**src/rtl/sdram_rd_uart_tx.sv**
```systemverilog
// sdram_rd_uart_tx: output end of the UART->SDRAM->UART path.
// Pops one 16-bit word from the read-side FIFO of the SDRAM buffer and
// sends it as two 8N1 UART frames on uart_txd. The byte order is set by
// MSB_FIRST. All outputs come straight from registers.
module sdram_rd_uart_tx #(
    parameter int CLK_FREQ  = 50_000_000,
    parameter int BAUD      = 115_200,
    parameter bit MSB_FIRST = 1'b1
) (
    input  logic        clk,
    input  logic        rst_n,
    input  logic        tx_en,
    input  logic [10:0] fifo_rusedw,
    input  logic [15:0] fifo_rdata,
    output logic        fifo_rreq,
    output logic        uart_txd,
    output logic        busy,
    output logic        word_done
);

    localparam int BAUD_DIV = CLK_FREQ / BAUD;
    localparam int CNT_W    = (BAUD_DIV > 2) ? $clog2(BAUD_DIV) : 1;

    localparam logic [CNT_W-1:0] CNT_LAST = CNT_W'(BAUD_DIV - 1);
    localparam logic [CNT_W-1:0] CNT_PRE  = CNT_W'(BAUD_DIV - 2);
    localparam logic [CNT_W-1:0] CNT_ZERO = CNT_W'(0);
    localparam logic [CNT_W-1:0] CNT_ONE  = CNT_W'(1);

    localparam logic [2:0] ST_IDLE  = 3'd0;
    localparam logic [2:0] ST_REQ   = 3'd1;
    localparam logic [2:0] ST_LATCH = 3'd2;
    localparam logic [2:0] ST_SEND  = 3'd3;
    localparam logic [2:0] ST_NEXT  = 3'd4;

    logic [2:0]       state_r;
    logic [2:0]       state_s;
    logic [15:0]      word_r;
    logic [9:0]       shift_r;
    logic [CNT_W-1:0] cnt_r;
    logic [3:0]       bit_idx_r;
    logic             byte_sel_r;   // 0 = first byte of the word, 1 = second
    logic             rreq_r;
    logic             txd_r;
    logic             busy_r;
    logic             done_r;

    logic             start_s;
    logic             bit_end_s;
    logic             frame_end_s;

    // Byte of the word sent in slot 'second' (0 = first on the line).
    function automatic logic [7:0] pick_byte(input logic [15:0] w, input logic second);
        logic take_hi;
        take_hi = (MSB_FIRST != 1'b0) ? ~second : second;
        return take_hi ? w[15:8] : w[7:0];
    endfunction

    // 8N1 frame: shifted out LSB first, so the start bit sits in bit 0.
    function automatic logic [9:0] build_frame(input logic [7:0] b);
        return {1'b1, b, 1'b0};
    endfunction

    assign start_s     = tx_en && (fifo_rusedw != 11'd0);
    assign bit_end_s   = (cnt_r == CNT_LAST);
    assign frame_end_s = bit_end_s && (bit_idx_r == 4'd9);

    // Next-state decode for the word fetch / byte sequencing machine.
    always_comb begin
        state_s = state_r;
        case (state_r)
            ST_IDLE: begin
                if (start_s) begin
                    state_s = ST_REQ;
                end else begin
                    state_s = ST_IDLE;
                end
            end
            ST_REQ:   state_s = ST_LATCH;
            ST_LATCH: state_s = ST_SEND;
            ST_SEND: begin
                if (frame_end_s) begin
                    if (byte_sel_r) begin
                        state_s = ST_IDLE;
                    end else begin
                        state_s = ST_NEXT;
                    end
                end else begin
                    state_s = ST_SEND;
                end
            end
            ST_NEXT:  state_s = ST_SEND;
            default:  state_s = ST_IDLE;
        endcase
    end

    // State register.
    always_ff @(posedge clk or negedge rst_n) begin
        if (!rst_n) begin
            state_r <= ST_IDLE;
        end else begin
            state_r <= state_s;
        end
    end

    // Datapath: FIFO read pulse, word capture, frame shifting, bit timing, status.
    always_ff @(posedge clk or negedge rst_n) begin
        if (!rst_n) begin
            word_r     <= 16'h0000;
            shift_r    <= 10'd0;
            cnt_r      <= CNT_ZERO;
            bit_idx_r  <= 4'd0;
            byte_sel_r <= 1'b0;
            rreq_r     <= 1'b0;
            txd_r      <= 1'b1;
            busy_r     <= 1'b0;
            done_r     <= 1'b0;
        end else begin
            rreq_r <= 1'b0;
            done_r <= 1'b0;
            case (state_r)
                ST_IDLE: begin
                    // rreq and busy rise together so busy covers the REQ cycle.
                    if (start_s) begin
                        rreq_r <= 1'b1;
                        busy_r <= 1'b1;
                    end
                end
                ST_REQ: begin
                    // FIFO q becomes valid on the next cycle; nothing to do yet.
                end
                ST_LATCH: begin
                    word_r     <= fifo_rdata;
                    shift_r    <= build_frame(pick_byte(fifo_rdata, 1'b0));
                    cnt_r      <= CNT_ZERO;
                    bit_idx_r  <= 4'd0;
                    byte_sel_r <= 1'b0;
                    txd_r      <= 1'b0;
                end
                ST_SEND: begin
                    // Registered word_done lands in the last stop-bit cycle.
                    done_r <= byte_sel_r && (bit_idx_r == 4'd9) && (cnt_r == CNT_PRE);
                    if (bit_end_s) begin
                        cnt_r <= CNT_ZERO;
                        if (bit_idx_r == 4'd9) begin
                            if (byte_sel_r) begin
                                busy_r <= 1'b0;
                            end
                        end else begin
                            bit_idx_r <= bit_idx_r + 4'd1;
                            shift_r   <= {1'b1, shift_r[9:1]};
                            txd_r     <= shift_r[1];
                        end
                    end else begin
                        cnt_r <= cnt_r + CNT_ONE;
                    end
                end
                ST_NEXT: begin
                    // Line stays at stop level during this cycle.
                    shift_r    <= build_frame(pick_byte(word_r, 1'b1));
                    cnt_r      <= CNT_ZERO;
                    bit_idx_r  <= 4'd0;
                    byte_sel_r <= 1'b1;
                    txd_r      <= 1'b0;
                end
                default: begin
                    txd_r  <= 1'b1;
                    busy_r <= 1'b0;
                end
            endcase
        end
    end

    assign fifo_rreq = rreq_r;
    assign uart_txd  = txd_r;
    assign busy      = busy_r;
    assign word_done = done_r;

endmodule

```
**config.mk**
```make
export PLATFORM = sky130hd
export DESIGN_NAME = sdram_rd_uart_tx
export DESIGN_NICKNAME = d
export VERILOG_FILES = /design/src/rtl/sdram_rd_uart_tx.sv
export SDC_FILE = /design/constraint.sdc
export NUM_CORES = 1
export LEC_CHECK = 0
export ABC_AREA = 1
export CAP_MARGIN = 15
export CORE_MARGIN = 2
export CORE_UTILIZATION = 57
export DETAILED_ROUTE_END_ITERATION = 8
export GPL_TIMING_DRIVEN = 0
export PLACE_DENSITY_LB_ADDON = 0.12
export SYNTH_ARGS = -nofsm -noshare
export SYNTH_HDL_FRONTEND = slang
export SYNTH_SLANG_ARGS = --single-unit
```
**constraint.sdc**
```tcl
create_clock -name clk -period 3.39 [get_ports clk]
set_input_delay 0.8475 -clock clk [delete_from_list [all_inputs] [get_ports clk]]
set_output_delay 0.8475 -clock clk [all_outputs]
set_load 0.01 [all_outputs]
```
==> results.sh <==
export IMPL_initial_core_util_pct=59.9
export IMPL_cts_resized=0
export IMPL_tns_ns=0
export IMPL_p_leak_nw=1.26
export IMPL_fillerInstances=269
export IMPL_power_density_mw_per_mm2=315
export IMPL_finalCriticalPeriod_ns=2.27
export IMPL_slowest_stage="dfstp_2"
export IMPL_number_of_global_route_vias_before_repair=1661
export IMPL_tritoncts="done"
export IMPL_number_of_antenna_diodes=0
export IMPL_grt_total_usage_pct=23.6
export IMPL_grt_ovfl_total=0
export IMPL_yosys_cell_types_count=28
export IMPL_cp_num_buf_inv=1
export IMPL_switching_power_uw=180
export IMPL_power_frac_comb_pct=7.6
export IMPL_post_dp_hpwl_um=3130
export IMPL_run_status="completed"
export IMPL_fin_worst_skew_ns=0.00834
export IMPL_share_of_cells_above_drive_strength_1_pct=11.6
export IMPL_path_clk_slew_ns=0.11
export IMPL_placedCellCount=332
export IMPL_synth_adder_area_share_pct=3.08
export IMPL_worst_slew_margin_relative_to_its_limit_pct=45.1
export IMPL_areaGrowthSynthToFinish_pct=21.8
export IMPL_insertion_delay_ns=0.36
export IMPL_postSynthAreaPerCell_sq_um=8.03
export IMPL_cts_sinks=38
export IMPL_post_drt_via_cell_ratio=5.23
export IMPL_crit_fanout=2
export IMPL_synthMuxAreaShare_pct=0
export IMPL_dieHeight_um=63.7
export IMPL_io_pin_count=34
export IMPL_postRouteWirelength_um=4220
export IMPL_layout_common_cells="nand2_1 (85), dfrtp_1 (37), clkdlybuf4s50_1 (32)"
export IMPL_io_buffer_count=33
export IMPL_critPathTopFamily="flip-flops"
export IMPL_synthSimpleGateAreaFrac_pct=30.3
export IMPL_drv_slew=0
export IMPL_coreArea_sq_mm=0.00339
export IMPL_route_antenna_remaining_nets=0
export IMPL_tightestPinTransition_ns=0.824
export IMPL_drt_first_pass_iters=5
export IMPL_max_stage_delay_ns=0.55
export IMPL_final_nets=328
export IMPL_intPower_uw=600
export IMPL_kind_of_start_point_of_the_critical_path="register"
export IMPL_cts_inserted_buffers=5
export IMPL_grt_pass1_wl_um=7360
export IMPL_layout_worst_path_cycle_share_pct=67.1
export IMPL_timing_worst_setup_path_type="register to primary output"
export IMPL_buffers_inserted_by_post_cts_timing_repair=0
export IMPL_fin_hold_ws_ns=0.490
export IMPL_grt_antenna_before_repair=0
export IMPL_synth_cell_area_sq_mm=0.00203
export IMPL_synth_seq_cells=38
export IMPL_hold_viol_final=0
export IMPL_share_of_the_core_filled_with_cells_pct=73.0
export IMPL_pwr_share_seq_pct=60.0
export IMPL_p_sw_share_pct=23.1
export IMPL_cts_max_level=2
export IMPL_synth_yosys_warnings=0
export IMPL_timing_max_cap_violations=0
export IMPL_crit_arrival_ns=1.43
export IMPL_worst_hold_path_type="register to register"
export IMPL_post_cts_hold_buffer_count=0
export IMPL_yosysSeqAreaShare_pct=46.9
export IMPL_critical_path_data_required_time_ns=2.54
export IMPL_syn_instance_count=253
export IMPL_dominant_combinational_cell_family_by_area_after_synthesis="simple AND/OR/NAND/NOR gates"
export IMPL_timing_final_setup_violations=0
export IMPL_clk_root_buffer_cell="clkbuf_4"
export IMPL_critical_path_endpoint_category="primary output"
export IMPL_die_w_um=63.7
export IMPL_largest_net_degree_at_the_start_of_global_routing=39
export IMPL_drt_initial_drc_count=145
export IMPL_rsz0062_at_grt="false"
export IMPL_routed_via_count=1779
export IMPL_layoutNonFillerInstCount=340
export IMPL_syn_num_nets=288
export IMPL_drc_errors=0
export IMPL_route_detailed_wl_per_inst_um=12.4
export IMPL_synth_compound_area_share_pct=11.6
export IMPL_design_die_area_sq_mm=0.00406
export IMPL_synth_xor_area_share_pct=0.862
export IMPL_crit_chain="clkdlybuf4s50_1"
export IMPL_irDropWorstVdd_mv=0.234
export IMPL_share_clk_of_total_power_pct=32.4
export IMPL_layout_commonest_cell="nand2_1"
export IMPL_gpl_final_weighted_congestion=0.864
export IMPL_floorplan_rows=21
export IMPL_cts_max_path_bufs=2
export IMPL_fmaxAchievable_ghz=0.440
-- path summary, 6_finish.rpt --
kind / from / endpoint / slack [ns] / depth (start not counted)
setup reg to reg: cnt_r[1] / shift_r[8] / 1.57 / 10
hold reg to reg: busy / busy / 0.49 / 2
min in group asynchronous: rst_n / bit_idx_r[2] / 0.57 / 1
hold / removal: busy / busy / 0.49 / 2
setup / recovery: uart_txd / uart_txd / 1.12 / 1
max in group asynchronous: rst_n / cnt_r[4] / 2.29 / 1
-- registers in the layout, indices dropped and copies added, names as in the netlist --
name,flops
cnt_r,9
shift_r,9
word_r,8
bit_idx_r,4
state_r,3
busy,1
byte_sel_r,1
fifo_rreq,1
uart_txd,1
word_done,1
-- cells in the mapped netlist --
master	count	area share, %
or2_2	2	0.62
nand3_1	18	4.4
nand3b_1	1	0.37
inv_4	1	0.31
xor2_1	2	0.86
nand3b_2	1	0.55
o21ai_2	7	3.0
o21ai_0	16	3.9
buf_6	4	2.2
ha_1	5	3.1
nor2_2	1	0.31
a21oi_1	14	3.4
nor3_1	2	0.49
o21ai_1	2	0.49
nand4_1	4	1.2
dfstp_2	1	1.3
nor2_4	1	0.55
dfrtp_1	37	46
nor2_1	14	2.6
nand2_4	4	2.2
nand2_1	85	16
and3_1	1	0.31
buf_2	2	0.49
o21bai_1	2	0.74
nor4_1	2	0.62
inv_2	1	0.18
nand2_2	1	0.31
inv_1	22	4.1
-- metrics by stage --
stage               worst slack [ns]  total power [mW]  area [sq um]
CTS                             1.11             0.783          2470
detailed placement              1.48             0.537          2410
floorplan                       1.89             0.491          2030
finish                          1.12             0.780          2470
global route                    1.08             0.809          2470
global placement               0.575             0.536          2420
-- routing by layer --
| metal | wire, um | track usage [%] | vias to the layer above |
|---|---|---|---|
| met2 | 1960 | 36.6 | 42 |
| met3 | 182 | 4.29 | 7 |
| met5 | 0 | 0 | - |
| li1 | - | - | 903 |
| met1 | 1990 | 32.2 | 827 |
| met4 | 82 | 10.6 | 0 |
-- power groups by stage --
stage / logic, mW / clock network [mW] / registers, mW
after floorplan: 0.0161 / 0 / 0.475
after global placement: 0.0598 / 0 / 0.476
after detailed placement: 0.0606 / 0 / 0.476
after CTS: 0.0608 / 0.255 / 0.468
after global routing: 0.0668 / 0.273 / 0.469
final: 0.0597 / 0.253 / 0.468
-- cells by family (layout without fill, tap and decap cells) --
logic type	count (synthesis)	after routing
xor gates and xnor gates	2	2
and+or+nand+nor	137	137
adders and majority gates	5	5
AOI/OAI and AO/OA	41	41
DFF	38	38
buffers and inverters	30	71
-- area by class of cell --
cell class,count,area (sq um),share of cell area [%]
Inverter,24,92.6,3.74
Sequential cell,38,952,38.5
Timing Repair Buffer,33,325,13.1
Tap cell,46,57.6,2.33
Buffer,6,55.1,2.22
Multi-Input combinational cell,185,932,37.7
Clock inverter,1,5.00,0.202
Clock buffer,7,55.1,2.22
No activity file was read; power rests on OpenSTA's default activity.
